===== config.mk =====
export PLATFORM = sky130hd
export DESIGN_NAME = pipeline_stage_regs
export DESIGN_NICKNAME = d
export VERILOG_FILES = /design/src/rtl/pipeline_stage_regs.sv
export SDC_FILE = /design/constraint.sdc
export NUM_CORES = 1
export LEC_CHECK = 0
export CAP_MARGIN = 20
export CORE_AREA = 2 2 400 402
export CTS_CLUSTER_DIAMETER = 100
export CTS_CLUSTER_SIZE = 8
export DETAILED_ROUTE_END_ITERATION = 16
export DIE_AREA = 0 0 402 404
export REMOVE_ABC_BUFFERS = 1
export SETUP_SLACK_MARGIN = 0.4
export SLEW_MARGIN = 10
export SYNTH_ARGS = -nofsm -noshare
export SYNTH_HDL_FRONTEND = slang
export SYNTH_SLANG_ARGS = --single-unit

===== constraint.sdc =====
create_clock -name clk -period 1.55 [get_ports clk]
set_clock_uncertainty 0.1 [all_clocks]
set_input_delay 0.2325 -clock clk [delete_from_list [all_inputs] [get_ports clk]]
set_output_delay 0.2325 -clock clk [all_outputs]
set_load 0.02 [all_outputs]

===== src/rtl/pipeline_stage_regs.sv =====
// pipeline_stage_regs: IF/ID, ID/EX and EX/MEM pipeline registers with sync reset.
// Define PIPE_FLUSH_EN to add a flush input that bubbles the IF/ID and ID/EX banks.
module pipeline_stage_regs (
    input  logic        clk,
    input  logic        rst,
`ifdef PIPE_FLUSH_EN
    input  logic        flush,
`endif
    input  logic [63:0] if_id_pc_in,
    input  logic [31:0] if_id_instruction_in,
    output logic [63:0] if_id_pc_out,
    output logic [31:0] if_id_instruction_out,
    input  logic [63:0] id_ex_pc_in,
    input  logic [63:0] id_ex_read_data1_in,
    input  logic [63:0] id_ex_read_data2_in,
    input  logic [63:0] id_ex_imm_val_in,
    input  logic [4:0]  id_ex_write_reg_in,
    input  logic [9:0]  id_ex_alu_control_in,
    input  logic        id_ex_alusrc_in,
    input  logic        id_ex_branch_in,
    input  logic        id_ex_memwrite_in,
    input  logic        id_ex_memread_in,
    input  logic        id_ex_memtoreg_in,
    input  logic        id_ex_regwrite_in,
    output logic [63:0] id_ex_pc_out,
    output logic [63:0] id_ex_read_data1_out,
    output logic [63:0] id_ex_read_data2_out,
    output logic [63:0] id_ex_imm_val_out,
    output logic [4:0]  id_ex_write_reg_out,
    output logic [9:0]  id_ex_alu_control_out,
    output logic        id_ex_alusrc_out,
    output logic        id_ex_branch_out,
    output logic        id_ex_memwrite_out,
    output logic        id_ex_memread_out,
    output logic        id_ex_memtoreg_out,
    output logic        id_ex_regwrite_out,
    input  logic [63:0] ex_mem_pc_in,
    input  logic        ex_mem_zero_in,
    input  logic [31:0] ex_mem_alu_result_in,
    input  logic [31:0] ex_mem_read_data2_in,
    input  logic [4:0]  ex_mem_write_reg_in,
    input  logic        ex_mem_branch_in,
    input  logic        ex_mem_memwrite_in,
    input  logic        ex_mem_memread_in,
    input  logic        ex_mem_memtoreg_in,
    input  logic        ex_mem_regwrite_in,
    output logic [63:0] ex_mem_pc_out,
    output logic        ex_mem_zero_out,
    output logic [31:0] ex_mem_alu_result_out,
    output logic [31:0] ex_mem_read_data2_out,
    output logic [4:0]  ex_mem_write_reg_out,
    output logic        ex_mem_branch_out,
    output logic        ex_mem_memwrite_out,
    output logic        ex_mem_memread_out,
    output logic        ex_mem_memtoreg_out,
    output logic        ex_mem_regwrite_out
);
    logic clr_front;
`ifdef PIPE_FLUSH_EN
    assign clr_front = rst | flush;
`else
    assign clr_front = rst;
`endif
    // EX/MEM holds the branch itself, so only the two younger banks see flush
    always_ff @(posedge clk) begin
        if (clr_front) begin
            if_id_pc_out          <= '0;
            if_id_instruction_out <= '0;
            id_ex_pc_out          <= '0;
            id_ex_read_data1_out  <= '0;
            id_ex_read_data2_out  <= '0;
            id_ex_imm_val_out     <= '0;
            id_ex_write_reg_out   <= '0;
            id_ex_alu_control_out <= '0;
            id_ex_alusrc_out      <= 1'b0;
            id_ex_branch_out      <= 1'b0;
            id_ex_memwrite_out    <= 1'b0;
            id_ex_memread_out     <= 1'b0;
            id_ex_memtoreg_out    <= 1'b0;
            id_ex_regwrite_out    <= 1'b0;
        end else begin
            if_id_pc_out          <= if_id_pc_in;
            if_id_instruction_out <= if_id_instruction_in;
            id_ex_pc_out          <= id_ex_pc_in;
            id_ex_read_data1_out  <= id_ex_read_data1_in;
            id_ex_read_data2_out  <= id_ex_read_data2_in;
            id_ex_imm_val_out     <= id_ex_imm_val_in;
            id_ex_write_reg_out   <= id_ex_write_reg_in;
            id_ex_alu_control_out <= id_ex_alu_control_in;
            id_ex_alusrc_out      <= id_ex_alusrc_in;
            id_ex_branch_out      <= id_ex_branch_in;
            id_ex_memwrite_out    <= id_ex_memwrite_in;
            id_ex_memread_out     <= id_ex_memread_in;
            id_ex_memtoreg_out    <= id_ex_memtoreg_in;
            id_ex_regwrite_out    <= id_ex_regwrite_in;
        end
    end
    always_ff @(posedge clk) begin
        if (rst) begin
            ex_mem_pc_out         <= '0;
            ex_mem_zero_out       <= 1'b0;
            ex_mem_alu_result_out <= '0;
            ex_mem_read_data2_out <= '0;
            ex_mem_write_reg_out  <= '0;
            ex_mem_branch_out     <= 1'b0;
            ex_mem_memwrite_out   <= 1'b0;
            ex_mem_memread_out    <= 1'b0;
            ex_mem_memtoreg_out   <= 1'b0;
            ex_mem_regwrite_out   <= 1'b0;
        end else begin
            ex_mem_pc_out         <= ex_mem_pc_in;
            ex_mem_zero_out       <= ex_mem_zero_in;
            ex_mem_alu_result_out <= ex_mem_alu_result_in;
            ex_mem_read_data2_out <= ex_mem_read_data2_in;
            ex_mem_write_reg_out  <= ex_mem_write_reg_in;
            ex_mem_branch_out     <= ex_mem_branch_in;
            ex_mem_memwrite_out   <= ex_mem_memwrite_in;
            ex_mem_memread_out    <= ex_mem_memread_in;
            ex_mem_memtoreg_out   <= ex_mem_memtoreg_in;
            ex_mem_regwrite_out   <= ex_mem_regwrite_in;
        end
    end
endmodule


==> flow_summary_export.csv, run 1 <==
group,metric,value,unit
outcome,status,"complete, but fails checks",
outcome,violations,"setup timing",
critical_path,cp_num_cells,2,
placement,routabilityCongestion,0.928,
floorplanning,dieArea,0.162,sq mm
job,drv_cap,0,
power_and_ir_drop,clkPwrFrac,0.433,
grt,grt_pass1_wl,102000,um
critical_path,worstSetupPathType,"register to primary output",
cells_and_area,n_fill_cell,16534,
clock_tree,post_cts_buffers,0,
critical_path,crit_arrival,1.25,ns
sta,relSlewSlack,0.474,
routing,wirelength,74200,um
floorplanning,rows,146,
grt,antenna_found_initial,14,
power_and_ir_drop,cellPowerDensity,1040,mW/mm^2
grt,globalRouteTotalUtil,0.0871,
cells_and_area,instances_no_fill,4677,
logic_synthesis,synth_cell_types,5,
logic_synthesis,synth-seq-cells,512,
cells_and_area,nets,3100,
sta,fin_crit_sh,1.02,
routing,dr.pass1.iters,4,
logic_synthesis,syn_area_per_cell,12.7,sq um
power_and_ir_drop,switchingPower,9.10,mW
power_and_ir_drop,seqPwrFrac,0.403,
worst_hold_path,hold_path.class,"primary input to register",
logic_synthesis,yosys_warnings,0,
critical_path,critPathMaxFanout,1,
routing,post_drt_wl_per_cell,15.9,um
critical_path,critical_path_buf_inv_count,2,
sta,tightest_slew,0.788,ns
power_and_ir_drop,worst_ir_drop_vdd,0.708,mV
cells_and_area,multi_input_area,0.00321,sq mm
clock_tree,cts.path.max_buffers,3,
sta,fmax,632,MHz
clock_tree,cts-root-buf,"clkbuf_16",
cells_and_area,drive_gt1_frac,0.452,
sta,hold_violations,0,
logic_synthesis,syn_inst,1081,
cells_and_area,syn_to_final_growth,151,%
floorplanning,core_area,0.158,sq mm
clock_tree,cts_made_buffers,78,
sta,setup_slack,-0.0319,ns
critical_path,critPathMaxStageDelay,0.33,ns
sta,holdWs,0.0742,ns
floorplanning,start_util,0.0870,
worst_hold_path,min_path_cells,3,
logic_synthesis,yosysSeqAreaShare,0.746,
routing,drtIter0Drc,449,
sta,rsz0062_at_grt,"yes",
logic_synthesis,syn-cell-area,0.0137,sq mm
power_and_ir_drop,p_int,26.7,mW
clock_tree,clk_pin_slew_worst_paths,0.05,ns
sta,finalSetupViolations,3,
critical_path,crit_start,"id_ex_imm_val_out[7]",
grt,grt_max_degree,44,
power_and_ir_drop,comb_power_share,0.163,
sta,maxSlewViolCount,0,
clock_tree,clkSinkCount,512,
routing,vias,13161,
power_and_ir_drop,p_leak,13.8,nW
critical_path,slowest_stage,"dfxtp_2",
routing,vias_per_cell,2.81,
clock_tree,htreeDepth,3,
placement,numPortBuffers,1025,
clock_tree,cts_tree,"built",
cells_and_area,fin_util,0.219,
floorplanning,fp.dieW,402,um
routing,drcViolationCount,0,
placement,dp_cells,4175,
routing,antenna_left,0,
power_and_ir_drop,switching_share,0.255,
cells_and_area,seq_area,0.0109,sq mm
floorplanning,die_h,404,um
critical_path,crit_family,"flip-flops",
critical_path,end_kind,"primary output",
placement,dp_hpwl,52600,um
critical_path,start_kind,"register",
sta,period_needed,1.58,ns
grt,grt_pass1_vias,14499,
critical_path,crit_required,1.22,ns
critical_path,path_cells,"buf_8, buf_12",
floorplanning,io_pins,1026,
grt,grt_overflow,0,
critical_path,cp-endpoint,"id_ex_imm_val_out[7]",
[final cells by class]
class / count / area share
Sequential cell: 512 / 0.316
Clock buffer: 80 / 0.0571
Clock inverter: 15 / 0.00573
Multi-Input combinational cell: 512 / 0.0929
Antenna cell: 4 / 0.000290
Tap cell: 2072 / 0.0751
Timing Repair Buffer: 1482 / 0.452
[synthesized netlist by cell type]
| library cell | count | area (sq um) |
|---|---|---|
| buf_2 | 39 | 195 |
| nor2b_1 | 512 | 3200 |
| clkbuf_1 | 14 | 52.6 |
| buf_4 | 4 | 30.0 |
| dfxtp_1 | 512 | 10200 |
[layer usage]
metal | up-vias | global-route usage | wire [um]
met5 | - | 0 | 37
li1 | 6237 | - | -
met1 | 6137 | 0.0978 | 28300
met3 | 153 | 0.0325 | 6560
met4 | 6 | 0.0402 | 3270
met2 | 628 | 0.146 | 36100
[layout by cell type, fill, tap and decap left out]
master	count
dlygate4sd3_1	394
inv_16	2
clkbuf_8	1
dfxtp_4	13
dlymetal6s4s_1	7
clkdlybuf4s50_1	512
clkinvlp_4	2
dfxtp_2	499
clkbuf_2	1
diode_2	4
inv_6	1
clkinv_4	3
clkbuf_16	78
clkbuf_1	1
nor2b_2	1
buf_8	4
clkinv_16	2
buf_6	491
clkinv_8	2
buf_4	47
clkinv_2	3
nor2b_1	511
dlymetal6s2s_1	1
buf_12	25
[cells by family after synthesis]
group / count (synthesis) / synth area share
DFF: 512 / 0.746
and+or+nand+nor: 512 / 0.233
buffers and inverters: 57 / 0.0202
[state kept, by name (all words and copies together) (netlist names), 5 cells and up]
signal and cells:
id_ex_imm_val_out 64, if_id_pc_out 64, id_ex_read_data1_out 64, id_ex_alu_control_out 10
id_ex_pc_out 64, ex_mem_alu_result_out 32, if_id_instruction_out 32, id_ex_write_reg_out 5
id_ex_read_data2_out 64, ex_mem_read_data2_out 32, ex_mem_pc_out 64, ex_mem_write_reg_out 5
[tightest hold or removal path, stage by stage]
cell,delay [ns]
buf_8,0.16
buf_12,0.18
nor2b_1,0.15
[worst min-delay path by stage]
stage | to | slack, ns | startpoint
2_1_floorplan | ex_mem_alu_result_out[0] | 0.20 | rst
3_3_place_gp | if_id_pc_out[44] | 0.50 | rst
3_5_place_dp | if_id_pc_out[44] | 0.47 | rst
4_1_cts | id_ex_memwrite_out | 0.001 | id_ex_memwrite_in
5_1_grt | id_ex_memwrite_out | 0.005 | id_ex_memwrite_in
6_report | ex_mem_read_data2_out[19] | 0.07 | rst
[stage by stage]
step	total power, mW	TNS, ns	area, sq um	setup slack, ns
detailed placement	19.2	0	27000	0.00830
global route	37.2	-0.787	34500	-0.129
CTS	36.3	-1.02	34500	-0.138
finish	35.8	-0.0844	34500	-0.0319
floorplan	15.7	0	13500	0.822
global placement	19.2	-0.00218	27000	-0.00218
[what timing repair did]
| action | 4_1_cts | 5_1_grt |
|---|---|---|
| hold buffers | 403 | 0 |
| pin swaps | 0 | 0 |
| cloned | 0 | 0 |
| hold endpoints to repair | 398 | 0 |
| resized for setup | 3477 | 17 |
| endpoints found under the setup margin | 512 | 601 |
[power groups by stage]
| stage | logic, mW | clock network, mW | registers, mW |
|---|---|---|---|
| finish | 5.83 | 15.5 | 14.4 |
| global route | 6.11 | 16.6 | 14.5 |
| CTS | 5.84 | 16.1 | 14.4 |
| detailed placement | 4.77 | 0 | 14.4 |
| global placement | 4.79 | 0 | 14.4 |
| floorplan | 0.436 | 0 | 15.3 |
No activity file was read; power rests on OpenSTA's default activity.
==> run 2: changes to the inputs <==
--- a/config.mk
+++ b/config.mk
@@ -7,7 +7,7 @@
 export LEC_CHECK = 0
 export CAP_MARGIN = 20
 export CORE_AREA = 2 2 400 402
-export CTS_CLUSTER_DIAMETER = 100
+export CTS_CLUSTER_DIAMETER = 40
 export CTS_CLUSTER_SIZE = 8
 export DETAILED_ROUTE_END_ITERATION = 16
 export DIE_AREA = 0 0 402 404
==> run 2 against run 1 <==
  * The run still ends with setup timing left
  * Sequential share of layout area fell by 1.2 points
  * Power rose by 15%
  * Via count increased by 2.4%
  * Flip-flop and latch count unchanged
  * Global-route usage decreased by 0.051 points
  * Design area is 3.9% higher
  * Non-clock buffer count grew 30
  * Die area unchanged
==> flow_summary_export.csv, run 2 (synthesis results as in run 1) <==
group,metric,value,unit
outcome,status,"complete, but fails checks",
outcome,violations,"setup timing",
clock_tree,post_cts_buffers,0,
power_and_ir_drop,cellPowerDensity,1140,mW/mm^2
cells_and_area,syn_to_final_growth,161,%
routing,wirelength,74000,um
placement,numPortBuffers,1025,
cells_and_area,drive_gt1_frac,0.457,
clock_tree,cts_made_buffers,98,
routing,drtIter0Drc,485,
critical_path,critPathMaxFanout,39,
power_and_ir_drop,p_leak,14.4,nW
sta,hold_violations,0,
routing,dr.pass1.iters,4,
job,drv_cap,0,
floorplanning,io_pins,1026,
worst_hold_path,hp-start,"id_ex_imm_val_in[33]",
clock_tree,htreeDepth,3,
cells_and_area,fin_util,0.227,
routing,route.met2.wl,36600,um
grt,grt_overflow,0,
critical_path,crit_arrival,2.09,ns
sta,fmax,594,MHz
grt,grt_pass1_vias,15004,
routing,routedLengthMet1,27700,um
routing,post_drt_wl_per_cell,15.5,um
placement,dp_slack,0.00830,ns
floorplanning,die_h,404,um
critical_path,crit_required,1.96,ns
sta,fin_crit_sh,1.09,
clock_tree,cts-root-buf,"clkbuf_16",
sta,period_needed,1.68,ns
grt,globalRouteTotalUtil,0.0866,
floorplanning,dieArea,0.162,sq mm
routing,vias_per_cell,2.82,
clock_tree,cts.path.max_buffers,3,
routing,drcViolationCount,0,
clock_tree,cts_tree,"built",
floorplanning,start_util,0.0870,
clock_tree,clkSinkCount,512,
power_and_ir_drop,worst_ir_drop_vdd,0.744,mV
worst_hold_path,hold_path.class,"primary input to register",
routing,wl_met3,6960,um
cells_and_area,final_area,0.0358,sq mm
floorplanning,core_area,0.158,sq mm
floorplanning,fp.dieW,402,um
placement,place_area,0.0270,sq mm
sta,tightest_slew,0.481,ns
placement,dp_hpwl,52600,um
cells_and_area,instances_no_fill,4773,
worst_hold_path,min_path_cells,2,
placement,routabilityCongestion,0.928,
placement,dp_cells,4175,
sta,setup_slack,-0.134,ns
routing,routed.top_layer,"met5",
routing,vias,13474,
cells_and_area,final_common_cell,"clkdlybuf4s50_1",
cells_and_area,n_fill_cell,16380,
sta,finalSetupViolations,8,
critical_path,start_kind,"primary input",
critical_path,worstSetupPathType,"primary input to register",
cells_and_area,nets,3150,
grt,antenna_found_initial,21,
grt,grt_pass1_wl,102000,um
grt,grt_max_degree,58,
sta,maxSlewViolCount,0,
sta,rsz0062_at_grt,"yes",
sta,relSlewSlack,0.680,
critical_path,end_kind,"register",
clock_tree,clk_pin_slew_worst_paths,0.05,ns
floorplanning,rows,146,
power_and_ir_drop,total_power,40.9,mW
cells_and_area,final_cell_mix,"clkdlybuf4s50_1, nor2b_1, dfxtp_2, buf_6, dlygate4sd3_1",
worst_hold_path,hold_end,"id_ex_imm_val_out[33]",
routing,antenna_left,0,
==> run 2: what timing repair did <==
action,4_1_cts,5_1_grt
gates resized for setup,3476,9
hold buffers,433,1
pin swaps,0,0
setup endpoints to repair,512,928
gates cloned,0,0
hold endpoints to repair,440,20
==> run 2: worst max-delay path, stage by stage <==
cell and delay [ns]:
buf_8 0.09, dlygate4sd3_1 0.67, buf_12 0.22, buf_12 0.17
buf_12 0.23, nor2b_1 0.40
==> run 2: cell type report <==
cell class              count  area (sq um)  share of cell area
clock buffers             118          2650              0.0739
diodes                      8          20.0            0.000559
repair buffers           1512         15900               0.444
well taps                2072          2590              0.0723
multi-input cells         512          3210              0.0896
clock inverters            39           531              0.0148
flip-flops and latches    512         10900               0.305
==> run 2: per-stage QoR <==
stage	hold slack, ns	TNS, ns
final	0.0723	-0.447
after global routing	0.0161	-1.13
after CTS	0.000540	-1.68
after detailed placement	0.471	0
after global placement	0.497	-0.00218
after floorplan	0.204	0
==> run 2: worst max path at each step <==
stage	startpoint	end	cells after the start
5_1_grt	ex_mem_read_data2_out[19]	ex_mem_read_data2_out[19]	1
3_3_place_gp	rst	id_ex_read_data1_out[12]	3
6_report	rst	id_ex_imm_val_out[18]	6
4_1_cts	ex_mem_read_data2_out[19]	ex_mem_read_data2_out[19]	1
3_5_place_dp	rst	id_ex_read_data1_out[12]	3
2_1_floorplan	ex_mem_alu_result_out[0]	ex_mem_alu_result_out[0]	0
==> run 2: power breakdown <==
part	switching, mW	internal (mW)
Sequential	0.389	14.0
Combinational	2.30	3.61
Clock	7.35	13.3
==> run 2: per-layer routing <==
| layer | track usage | vias up |
|---|---|---|
| met5 | 0 | - |
| met4 | 0.0387 | 4 |
| met3 | 0.0371 | 152 |
| met2 | 0.148 | 690 |
| met1 | 0.0927 | 6244 |
| li1 | - | 6384 |
==> run 3: changes to the inputs <==
--- a/config.mk
+++ b/config.mk
@@ -7,10 +7,10 @@
 export LEC_CHECK = 0
 export CAP_MARGIN = 20
 export CORE_AREA = 2 2 400 402
-export CTS_CLUSTER_DIAMETER = 40
 export CTS_CLUSTER_SIZE = 8
 export DETAILED_ROUTE_END_ITERATION = 16
 export DIE_AREA = 0 0 402 404
+export HOLD_SLACK_MARGIN = 0.06
 export REMOVE_ABC_BUFFERS = 1
 export SETUP_SLACK_MARGIN = 0.4
 export SLEW_MARGIN = 10
==> run 3 against run 2 <==
  * The run still ends with setup timing left
  * Core utilization down 0.29 points
  * Non-clock buffer count up 47
  * Setup slack gained 0.085 ns
  * Via count is 0.18% lower
  * First-iteration DRC count rose by 12%
  * Critical path depth fell by 4
  * Clock-buffer cell count is 35 lower
  * Global-route usage grew 0.19 points
  * Clock power is 22% lower
  * Cell count shrank 0.34%
  * Power decreased by 11%
==> flow_summary_export.csv, run 3 (synthesis results as in run 1) <==
group,metric,value,unit
outcome,status,"complete, but fails checks",
outcome,violations,"setup timing",
grt,use_met2,0.149,
floorplanning,io_pins,1026,
sta,finalSetupViolations,3,
floorplanning,start_util,0.0870,
floorplanning,dieArea,0.162,sq mm
cells_and_area,fin_util,0.224,
cells_and_area,nets,3176,
cells_and_area,drive_gt1_frac,0.441,
job,drv_cap,0,
clock_tree,cts_made_buffers,77,
cells_and_area,n_fill_cell,16398,
sta,setup_slack,-0.0483,ns
grt,grt_max_degree,49,
clock_tree,clkSinkCount,512,
critical_path,worstSetupPathType,"register to primary output",
sta,fin_crit_sh,1.03,
critical_path,crit_required,1.22,ns
critical_path,critical_path_buf_inv_count,2,
floorplanning,core_area,0.158,sq mm
grt,antenna_found_initial,15,
cells_and_area,instances_no_fill,4757,
critical_path,start_kind,"register",
routing,wirelength,75200,um
sta,maxSlewViolCount,0,
routing,drtIter0Drc,542,
grt,grt_overflow,0,
grt,use_met3,0.0301,
routing,drcViolationCount,0,
clock_tree,cts-root-buf,"clkbuf_16",
grt,grt_busiest_layer,"met2",
sta,fmax,626,MHz
placement,routabilityCongestion,0.928,
grt,grt_pass1_vias,15188,
routing,post_drt_wl_per_cell,15.8,um
power_and_ir_drop,p_leak,14.2,nW
placement,dp_cells,4175,
critical_path,critPathMaxStageDelay,0.33,ns
clock_tree,clk_pin_slew_worst_paths,0.06,ns
sta,hold_violations,0,
cells_and_area,syn_to_final_growth,158,%
routing,antenna_left,0,
clock_tree,cts_tree,"built",
critical_path,path_cells,"buf_8, buf_12",
placement,dp_hpwl,52600,um
routing,vias_per_cell,2.83,
critical_path,critPathMaxFanout,1,
power_and_ir_drop,worst_ir_drop_vdd,0.993,mV
placement,numPortBuffers,1025,
grt,grt.met1_usage,0.0993,
routing,dr.pass1.iters,4,
routing,vias,13450,
cells_and_area,final_common_cell,"clkdlybuf4s50_1",
critical_path,crit_family,"flip-flops",
critical_path,end_kind,"primary output",
sta,relSlewSlack,0.577,
critical_path,slowest_stage,"dfxtp_2",
worst_hold_path,hold_path.class,"primary input to register",
floorplanning,die_h,404,um
clock_tree,htreeDepth,3,
critical_path,crit_arrival,1.27,ns
grt,globalRouteTotalUtil,0.0885,
clock_tree,cts.path.max_buffers,3,
floorplanning,rows,146,
grt,grt_pass1_wl,104000,um
sta,tightest_slew,0.635,ns
sta,rsz0062_at_grt,"yes",
floorplanning,fp.dieW,402,um
cells_and_area,final_cell_mix,"clkdlybuf4s50_1, nor2b_1, dfxtp_2, buf_6, dlygate4sd3_1",
power_and_ir_drop,cellPowerDensity,1030,mW/mm^2
sta,period_needed,1.60,ns
==> run 3: changes by cell type in the layout (fill, tap and decap cells not counted), moves of 4 or more <==
cell            change
nor2b_1             -8
clkbuf_16          -21
bufinv_16           -5
inv_6              -10
dlymetal6s4s_1      +4
clkinv_2            -6
clkbuf_8            -8
clkinv_4            -5
clkbuf_1            -6
nor2b_2             +8
dlygate4sd3_1      +42
==> run 3: area by class of cell <==
| type | count | area [sq um] | area share |
|---|---|---|---|
| Timing Repair Buffer | 1559 | 16400 | 0.463 |
| Sequential cell | 512 | 10900 | 0.309 |
| Multi-Input combinational cell | 512 | 3230 | 0.0914 |
| Tap cell | 2072 | 2590 | 0.0733 |
| Clock buffer | 83 | 1990 | 0.0563 |
| Clock inverter | 12 | 233 | 0.00658 |
| Antenna cell | 7 | 17.5 | 0.000495 |
==> run 3: routing by layer <==
layer	wire (um)	part of all wire
met1	29600	0.39
met2	36700	0.49
met3	5190	0.069
met4	3700	0.049
met5	57	0.00076
==> run 3: power breakdown <==
| part | switching (mW) | leakage (nW) | internal, mW |
|---|---|---|---|
| clock | 6.54 | 1.08 | 9.45 |
| combinational | 2.34 | 8.67 | 3.69 |
| sequential | 0.390 | 4.41 | 14.0 |
| total | 9.26 | 14.2 | 27.2 |
==> run 3: what timing repair did <==
item | 4_1_cts | 5_1_grt
hold buffers | 479 | 1
endpoints found under the setup margin | 512 | 729
buffers inserted | 0 | 0
hold endpoints to repair | 470 | 1
resized for setup | 3476 | 21
==> run 3: worst paths after layout <==
path,startpoint,endpoint,slack [ns],cells past startpoint
setup / recovery,id_ex_imm_val_out[7],id_ex_imm_val_out[7],-0.05,2
hold / removal,rst,id_ex_imm_val_out[27],0.12,4
==> run 3: metrics by stage <==
| step | instance area [sq um] | TNS, ns | power (mW) | worst slack [ns] | hold WS, ns |
|---|---|---|---|---|---|
| final | 35400 | -0.109 | 36.4 | -0.0483 | 0.118 |
| after global routing | 35400 | -0.839 | 37.8 | -0.123 | 0.0689 |
| after CTS | 35300 | -1.23 | 37.0 | -0.136 | 0.0612 |
| after detailed placement | 27000 | 0 | 19.2 | 0.00830 | 0.471 |
| after global placement | 27000 | -0.00218 | 19.2 | -0.00218 | 0.497 |
| after floorplan | 13500 | 0 | 15.7 | 0.822 | 0.204 |
